File: src/rtl/sdram_dual_wr_arbiter.sv
// Merges two half-width camera write FIFOs into one SDRAM frame buffer.
// Arbitrates burst writes per camera and ping-pongs banks per completed dual frame.
module sdram_dual_wr_arbiter #(
    parameter int ADDR_W     = 24,
    parameter int FIFO_LVL_W = 11
) (
    input  logic                  clk,
    input  logic                  rst,
    input  logic                  load,
    input  logic [11:0]           half_h_pixel,
    input  logic [12:0]           v_pixel,
    input  logic [9:0]            burst_len,
    input  logic                  pingpong_en,
    input  logic                  frame_start0,
    input  logic                  frame_start1,
    input  logic [FIFO_LVL_W-1:0] fifo0_level,
    input  logic [FIFO_LVL_W-1:0] fifo1_level,
    input  logic [15:0]           fifo0_data,
    input  logic [15:0]           fifo1_data,
    output logic                  fifo0_rden,
    output logic                  fifo1_rden,
    output logic                  sdram_wr_req,
    input  logic                  sdram_wr_ack,
    output logic [ADDR_W-1:0]     sdram_wr_addr,
    output logic [9:0]            sdram_wr_burst,
    output logic [15:0]           sdram_wr_data,
    output logic                  rd_bank
);

    typedef enum logic [2:0] {S_IDLE, S_ARB, S_REQ, S_DATA, S_UPDATE} state_t;

    state_t              state_q;
    logic                sel_q, prio_q, req_q, wr_bank_q, rd_bank_q;
    logic [ADDR_W-1:0]   addr_q;
    logic [9:0]          burst_q;
    logic [1:0][11:0]    col_q;
    logic [1:0][12:0]    line_q;
    logic [1:0][21:0]    base_q;
    logic [1:0]          done_q, fs_pend_q;

    logic [1:0]              fs, eligible, active;
    logic [1:0][9:0]         blen_d;
    logic [1:0][ADDR_W-1:0]  cam_addr_d;
    logic [1:0][31:0]        level;
    logic [11:0]             remain;
    logic [21:0]             low;
    logic                    gnt_valid, gnt_sel, busy;
    logic [11:0]             col_sum_d;
    logic [12:0]             line_nxt_d;

    assign fs       = {frame_start1, frame_start0};
    assign level[0] = 32'(fifo0_level);
    assign level[1] = 32'(fifo1_level);
    assign busy     = (state_q == S_REQ) || (state_q == S_DATA) || (state_q == S_UPDATE);

    // NOTE: every always_comb output gets a default first so no latch is inferred.
    always_comb begin
        remain     = '0;
        low        = '0;
        blen_d     = '0;
        eligible   = '0;
        cam_addr_d = '0;
        for (int k = 0; k < 2; k++) begin
            remain = (col_q[k] < half_h_pixel) ? half_h_pixel - col_q[k] : 12'd0;
            blen_d[k] = (remain > {2'b00, burst_len}) ? burst_len : remain[9:0];
            eligible[k] = !done_q[k] && (blen_d[k] != 10'd0) && (level[k] >= 32'(blen_d[k]));
            low = base_q[k] + ((k == 1) ? 22'(half_h_pixel) : 22'd0) + 22'(col_q[k]);
            cam_addr_d[k] = {{(ADDR_W-23){1'b0}}, wr_bank_q, low};
        end
    end

    // Both eligible: honour the round-robin pointer; otherwise grant whoever is ready.
    assign gnt_valid = |eligible;
    assign gnt_sel   = (eligible == 2'b11) ? prio_q : eligible[1];
    assign active[0] = (busy && !sel_q) || (state_q == S_ARB && gnt_valid && !gnt_sel);
    assign active[1] = (busy &&  sel_q) || (state_q == S_ARB && gnt_valid &&  gnt_sel);

    assign col_sum_d  = col_q[sel_q] + 12'(burst_q);
    assign line_nxt_d = line_q[sel_q] + 13'd1;

    // NOTE: sequential state uses non-blocking assignments only.
    always_ff @(posedge clk) begin
        if (rst || load) begin
            state_q   <= S_IDLE;
            sel_q     <= 1'b0;
            prio_q    <= 1'b0;
            req_q     <= 1'b0;
            addr_q    <= '0;
            burst_q   <= '0;
            col_q     <= '0;
            line_q    <= '0;
            base_q    <= '0;
            done_q    <= '0;
            fs_pend_q <= '0;
            if (rst) begin
                wr_bank_q <= 1'b0;
                rd_bank_q <= 1'b1;
            end
        end else begin
            case (state_q)
                S_IDLE: state_q <= S_ARB;
                S_ARB: begin
                    if (gnt_valid) begin
                        sel_q   <= gnt_sel;
                        prio_q  <= ~gnt_sel;
                        addr_q  <= cam_addr_d[gnt_sel];
                        burst_q <= blen_d[gnt_sel];
                        req_q   <= 1'b1;
                        state_q <= S_REQ;
                    end
                end
                S_REQ: begin
                    if (sdram_wr_ack) begin
                        req_q   <= 1'b0;
                        state_q <= S_DATA;
                    end
                end
                S_DATA:   if (!sdram_wr_ack) state_q <= S_UPDATE;
                S_UPDATE: state_q <= S_ARB;
                default:  state_q <= S_IDLE;
            endcase

            if (done_q == 2'b11) begin
                done_q <= 2'b00;
                if (pingpong_en) begin
                    wr_bank_q <= ~wr_bank_q;
                    rd_bank_q <= wr_bank_q;
                end else begin
                    rd_bank_q <= ~wr_bank_q;
                end
            end

            // A frame start for the camera in flight waits for UPDATE and overrides its result.
            for (int k = 0; k < 2; k++) begin
                if (state_q == S_UPDATE && sel_q == 1'(k)) begin
                    if (fs_pend_q[k] || fs[k]) begin
                        col_q[k]     <= '0;
                        line_q[k]    <= '0;
                        base_q[k]    <= '0;
                        done_q[k]    <= 1'b0;
                        fs_pend_q[k] <= 1'b0;
                    end else if (col_sum_d >= half_h_pixel) begin
                        col_q[k] <= '0;
                        if (line_nxt_d >= v_pixel) begin
                            line_q[k] <= '0;
                            base_q[k] <= '0;
                            done_q[k] <= 1'b1;
                        end else begin
                            line_q[k] <= line_nxt_d;
                            base_q[k] <= base_q[k] + {9'd0, half_h_pixel, 1'b0};
                        end
                    end else begin
                        col_q[k] <= col_sum_d;
                    end
                end else if (fs[k]) begin
                    if (active[k]) begin
                        fs_pend_q[k] <= 1'b1;
                    end else begin
                        col_q[k]  <= '0;
                        line_q[k] <= '0;
                        base_q[k] <= '0;
                        done_q[k] <= 1'b0;
                    end
                end
            end
        end
    end

    assign sdram_wr_req   = req_q;
    assign sdram_wr_addr  = addr_q;
    assign sdram_wr_burst = burst_q;
    assign rd_bank        = rd_bank_q;
    assign sdram_wr_data  = sel_q ? fifo1_data : fifo0_data;
    assign fifo0_rden     = sdram_wr_ack && (state_q == S_REQ || state_q == S_DATA) && !sel_q;
    assign fifo1_rden     = sdram_wr_ack && (state_q == S_REQ || state_q == S_DATA) &&  sel_q;

endmodule

File: config.mk
export PLATFORM = sky130hd
export DESIGN_NAME = sdram_dual_wr_arbiter
export DESIGN_NICKNAME = d
export VERILOG_FILES = /design/src/rtl/sdram_dual_wr_arbiter.sv
export SDC_FILE = /design/constraint.sdc
export NUM_CORES = 1
export LEC_CHECK = 0
export BUFFER_PORTS_ARGS = -buffer_cell sky130_fd_sc_hd__buf_2
export CORE_UTILIZATION = 23
export CTS_CLUSTER_SIZE = 20
export DETAILED_ROUTE_END_ITERATION = 10
export GPL_TIMING_DRIVEN = 0
export PLACE_DENSITY = 0.38
export RECOVER_POWER = 50
export SLEW_MARGIN = 20
export SYNTH_ARGS = -nofsm -noshare
export SYNTH_HDL_FRONTEND = slang
export SYNTH_SLANG_ARGS = --single-unit
File: constraint.sdc
create_clock -name clk -period 9.67 [get_ports clk]
set_input_delay 1.4505 -clock clk [delete_from_list [all_inputs] [get_ports clk]]
set_output_delay 1.4505 -clock clk [all_outputs]
set_load 0.02 [all_outputs]
# Yosys cells after proc, flatten, opt, wreduce, memory -nomap -nowiden
# Cells that the tools add are included.
[totals]
ff_bits = 140
word_cells = 184
[classes]
addsub = 9
order_cmp = 10
eq_ne = 16
muxes = 81
n_bitwise = 3
reduce_logical = 48
[op_table]
columns = ["op", "count"]
rows = [
  ["two-way mux 22 bit", 13],
  ["two-way mux 12 bit", 13],
  ["two-way mux 13 bit", 12],
  ["adder 22 x 12 -> 22 bit", 3],
  ["adder 22 x 13 -> 22 bit", 2],
  ["two-way mux 10 bit", 4],
  ["two-way mux 1 bit", 31],
  ["> comparator 12 x 10 -> 1 bit", 2],
  ["less-than comparator 12 bit", 2],
  ["two-way mux 24 bit", 1],
  ["subtractor 12 bit", 2],
  ["greater-or-equal comparator 11 x 10 -> 1 bit", 2],
  ["AND reduction 3 bit", 7],
  ["nonzero test 10 bit", 2],
  ["two-way mux 16 bit", 1],
  ["logical AND 1 bit", 14],
  ["nonzero test 2 bit", 7],
  ["adder 13 x 1 -> 13 bit (second input constant)", 1],
  ["greater-or-equal comparator 13 bit", 1],
  ["adder 12 x 10 -> 12 bit", 1],
  ["greater-or-equal comparator 12 bit", 1],
  ["case mux 3 bit (4 select lines)", 1],
  ["two-way mux 3 bit", 3],
  ["inequality test 2 x 1 -> 1 bit (second input constant)", 4],
  ["15 further kinds", 37],
]

# Logic depth before layout (Yosys ltp)
[logic_depth]
word_depth = 15
depth_mapped = 34
mapped_depth_nobuf = 29

# Least setup slack after synthesis
# OpenSTA, ideal clock, no wires.
[synth_timing]
kind = "input to register"
start = "input port half_h_pixel[0]"
end = "register base_q[10] (netlist name)"
setup_time_ns = 0.072
t_arrival_ns = 7.191
required_ns = 9.598
path_slack_ns = 2.408
stages = 34
cell_sequence = "inv_1 -> ha_1 -> fa_1 -> nand2b_1 -> a211o_1 -> a211o_1 -> and2_1 -> buf_6 -> clkbuf_1 -> nor2_1 -> ha_1 -> nor2b_1 -> o211ai_1 -> a21oi_1 -> o22ai_1 -> o32a_1 -> o22ai_2 -> buf_6 -> clkbuf_1 -> nor3_1 -> a21oi_1 -> ha_1 -> nor2b_1 -> o211ai_1 -> a21oi_1 -> o311a_1 -> o21ai_0 -> nand2b_1 -> mux2i_1 -> o31ai_4 -> and2_1 -> buf_4 -> buf_8 -> mux2i_1"
[synth_between]
elab_chain_cells = 14
elab_cells_between_ends = 34
[synth_rtl]
columns = ["element", "line_no", "source"]
rows = [
  ["start: declaration", "10", "input logic [11:0] half_h_pixel,"],
  ["branches (longest 14 deep; another with subtractor 12 bit)", "n/a", ""],
  ["end signal: indexed assignment", "150", "base_q[k] <= base_q[k] + {9'd0, half_h_pixel, 1'b0};"],
  ["end: declaration", "38", "logic [1:0][21:0] base_q;"],
]
# Several ways; the timed one is not identified. The select of a mux whose other input is x is not followed.
# A chain may end at the register's enable or synchronous reset.

# Final worst setup path
[layout_timing]
start = "input port half_h_pixel[1]"
end = "register addr_q[20], in the netlist sdram_wr_addr[20]"
[layout_between]
elab_chain_cells = 11
elab_cells_between_ends = 26
[layout_rtl]
columns = ["element", "line_no", "source"]
rows = [
  ["branches (longest 11 deep; another with subtractor 12 bit)", "n/a", ""],
  ["end signal: assignment", "106", "addr_q <= cam_addr_d[gnt_sel];"],
  ["end: declaration", "34", "logic [ADDR_W-1:0] addr_q;"],
]
# Several ways; the timed one is not identified. The select of a mux whose other input is x is not followed.

==> run summary <==
GP Congestion: 0.8639
utilization after layout: 27.31%
Post-Synthesis Cell Area: 0.01265 mm^2
sequential area share after synthesis: 21.83%
Core Area: 0.05413 mm^2
Hold Buf Count CTS: 0
All-Layer GR Usage: 18.03%
CTS Buffer Depth: 2
drt first-iter violations: 832
Area growth syn-to-layout: 16.84%
global-route wire length before repair: 75340 um
endpoint type of the worst setup path: register
Placement Cell Area: 0.01427 mm^2
Reg area: 0.002763 mm^2
CTS resizes: 0
drt first pass iters: 5
cell area after layout: 0.01478 mm^2
routed vias: 12240
most common cell after layout, fill and taps aside: nand2_1
Site Rows: 85
Slew Viols, Final: 0
Post-DRT Antenna Nets: 0
slowest CP cell: nor4_1
final setup fails: 0
Max-Cap Viols: 0
wire length per cell: 21.19 um
maximum operating frequency: 0.1094 GHz
most frequent cells in the layout: nand2_1 (159), ha_1 (146), dfxtp_1 (135)
I/O pin count: 150
Metal-1 WL: 25260 um
Yosys warnings: 0
layout cells sized above 1: 10.78%
Filler Cell Count: 5867
final hold viol count: 0
chip width: 236.6 um
Worst-Margin Slew: 1.150 ns
flops & latches, synth: 137
post-synthesis average cell area: 8.132 um^2
antenna cells: 0
Multi-input gate area: 0.009131 mm^2
dpl hpwl: 41540 um
Port Buffer Count: 147
Slowest Stage Delay on Critical Path: 0.84 ns
met3 WL post-DR: 1473 um
crit path kind: in -> reg
crit-path max FO: 10
Top Metal Used: met4
status: complete, no violations
Power Density: 117.3 mW/mm^2
Max VDD drop: 0.0001258 V
RSZ-0062 raised after global routing: false
CP delay by family, top: compound AO/OA/AOI/OAI gates
P_leak: 6.105 nW
Clock Tree Root: clkbuf_16
Die H: 236.6 um
CP Data Required Time: 10.03 ns
final worst-path cycle share: 94.52%
post-synthesis cell type count: 84
Synth Flop Type: dfxtp_1
buffers and inverters on the worst path: 6
Worst-Skew Late Latency: 0.45 ns
initial antenna violation count: 1
Slew HR: 23.35%
Worst Path Arrival: 9.50 ns
CTS tree: done
Die Area: 0.05596 mm^2
Clock Skews: 0.01588 ns
Post-CTS Setup Bufs: 0
crit path launch type: input pin
worst hold path class: reg -> reg
drt via density: 5.035
Worst-path clk slew: 0.06 ns
Post-route DRC: 0
GRT Residual Overflow: 0
CTS H-tree lvls: 4
EDFF count, synth: 2
vias in the first global route: 11610
met2 wire length: 24010 um
syn_nets: 1815
largest net degree at the start of global routing: 17
ys async rst share: 0%
most used cell, CP: o21ai_0
Starting Density: 23.37%
nets: 1981
Routed WL: 51520 um
CTS Sinks: 137
total CTS buffers: 17
Tmin final: 9.140 ns
cell count after synthesis: 1556
## where the power goes
| part | switching [mW] | internal (mW) | leakage, nW |
|---|---|---|---|
| logic | 0.279 | 0.160 | 4.70 |
| registers | 0.00755 | 0.572 | 1.11 |
| clock network | 0.290 | 0.427 | 0.297 |
| total | 0.576 | 1.16 | 6.11 |
## worst register-to-register path, cell delays in order, from the launching register on
cell and delay (ns):
dfxtp_1 0.31, clkbuf_1 0.59, clkbuf_1 0.40, clkbuf_1 0.58, clkbuf_1 0.78, clkbuf_1 0.60
mux2_2 0.41, ha_1 0.22, fa_1 0.42, a21o_1 0.20, a21oi_1 0.27, o21bai_1 0.11
a21oi_1 0.26, o21bai_1 0.10, a21oi_1 0.23, o21bai_1 0.10, a21oi_1 0.18, xnor2_1 0.21
inv_1 0.09, ha_1 0.28, o21a_1 0.20, a21oi_1 0.52, nand2_1 0.28, nand3_1 0.45
and2_1 0.20, buf_4 0.16, buf_8 0.18, mux2i_1 0.22
## per-layer routing
metal	vias to the layer above	global-route usage, %
li1	6009	-
met1	5931	24.79
met2	260	30.11
met3	40	2.052
met4	0	3.837
met5	-	0
## state kept, by name, indices dropped and copies added, names as in the netlist
name            count
sdram_wr_req        1
done_q              2
prio_q              1
sel_q               1
wr_bank_q           1
rd_bank             1
base_q             42
sdram_wr_burst     10
col_q              24
sdram_wr_addr      23
line_q             26
state_q             3
fs_pend_q           2
## logic make-up after synthesis
logic type / count (synthesis) / synth area share (%)
muxes: 92 / 7.466
xor gates and xnor gates: 88 / 6.091
DFF: 137 / 21.83
other: 1 / 0.02964
adders and majority gates: 163 / 17.13
AOI/OAI and AO/OA: 428 / 23.71
buffers and inverters: 175 / 5.913
and+or+nand+nor: 472 / 17.83
## worst paths after layout
path                            slack (ns)            start           endpoint  depth (start not counted)
worst max-delay path                  0.53  half_h_pixel[1]  sdram_wr_addr[20]                         30
worst min-delay path                  0.47        line_q[1]          line_q[1]                          2
worst max register to register        1.05            sel_q          line_q[8]                         27
worst min register to register        0.47        line_q[1]          line_q[1]                          2
## through the flow
step                      std cells  power, mW  setup WS (ns)  TNS (ns)  hold WS (ns)
after floorplan                1556     0.8770          2.408         0        0.4344
after global placement         2399      1.034       -0.01361  -0.03938        0.4483
after detailed placement       2399      1.035        0.01547         0        0.4527
after CTS                      2431      1.753         0.4527         0        0.4623
after global routing           2431      1.806       0.004806         0        0.4958
final                          2431      1.735         0.5299         0        0.4660
## cell usage after synthesis (8+ instances only)
cell type | instances | area (um^2)
a2bb2oi_1 | 12 | 105.1
and3_1 | 18 | 112.6
nand2_1 | 159 | 596.8
o21bai_1 | 11 | 82.58
o21a_1 | 21 | 157.7
dfxtp_1 | 135 | 2703
a211o_1 | 11 | 96.34
mux2i_1 | 73 | 730.7
nor2_1 | 77 | 289.0
and2_1 | 15 | 93.84
nand3_1 | 64 | 320.3
mux2_2 | 19 | 214.0
a22o_1 | 22 | 192.7
o21ai_0 | 83 | 415.4
a21o_1 | 19 | 142.6
or2_2 | 8 | 50.05
clkbuf_1 | 44 | 165.2
a22oi_1 | 9 | 67.56
inv_1 | 104 | 390.4
ha_1 | 146 | 1827
nor3_1 | 40 | 200.2
fa_1 | 17 | 340.3
a211oi_1 | 21 | 157.7
nor2b_1 | 28 | 175.2
buf_2 | 10 | 50.05
xor2_1 | 30 | 262.8
a31oi_1 | 16 | 100.1
a311oi_1 | 8 | 70.07
a21oi_1 | 94 | 470.5
nand2b_1 | 16 | 100.1
xnor2_1 | 58 | 508.0
nand4_1 | 18 | 112.6
## final cells by class
type | instances | area share, %
plain buffers | 70 | 2.302
repair buffers | 147 | 4.528
clock inverters | 10 | 0.9563
flip-flops and latches | 137 | 18.69
well taps | 696 | 5.890
clock buffers | 22 | 3.208
inverters | 105 | 2.666
multi-input cells | 1244 | 61.76
(Power assumes the default switching activity.)
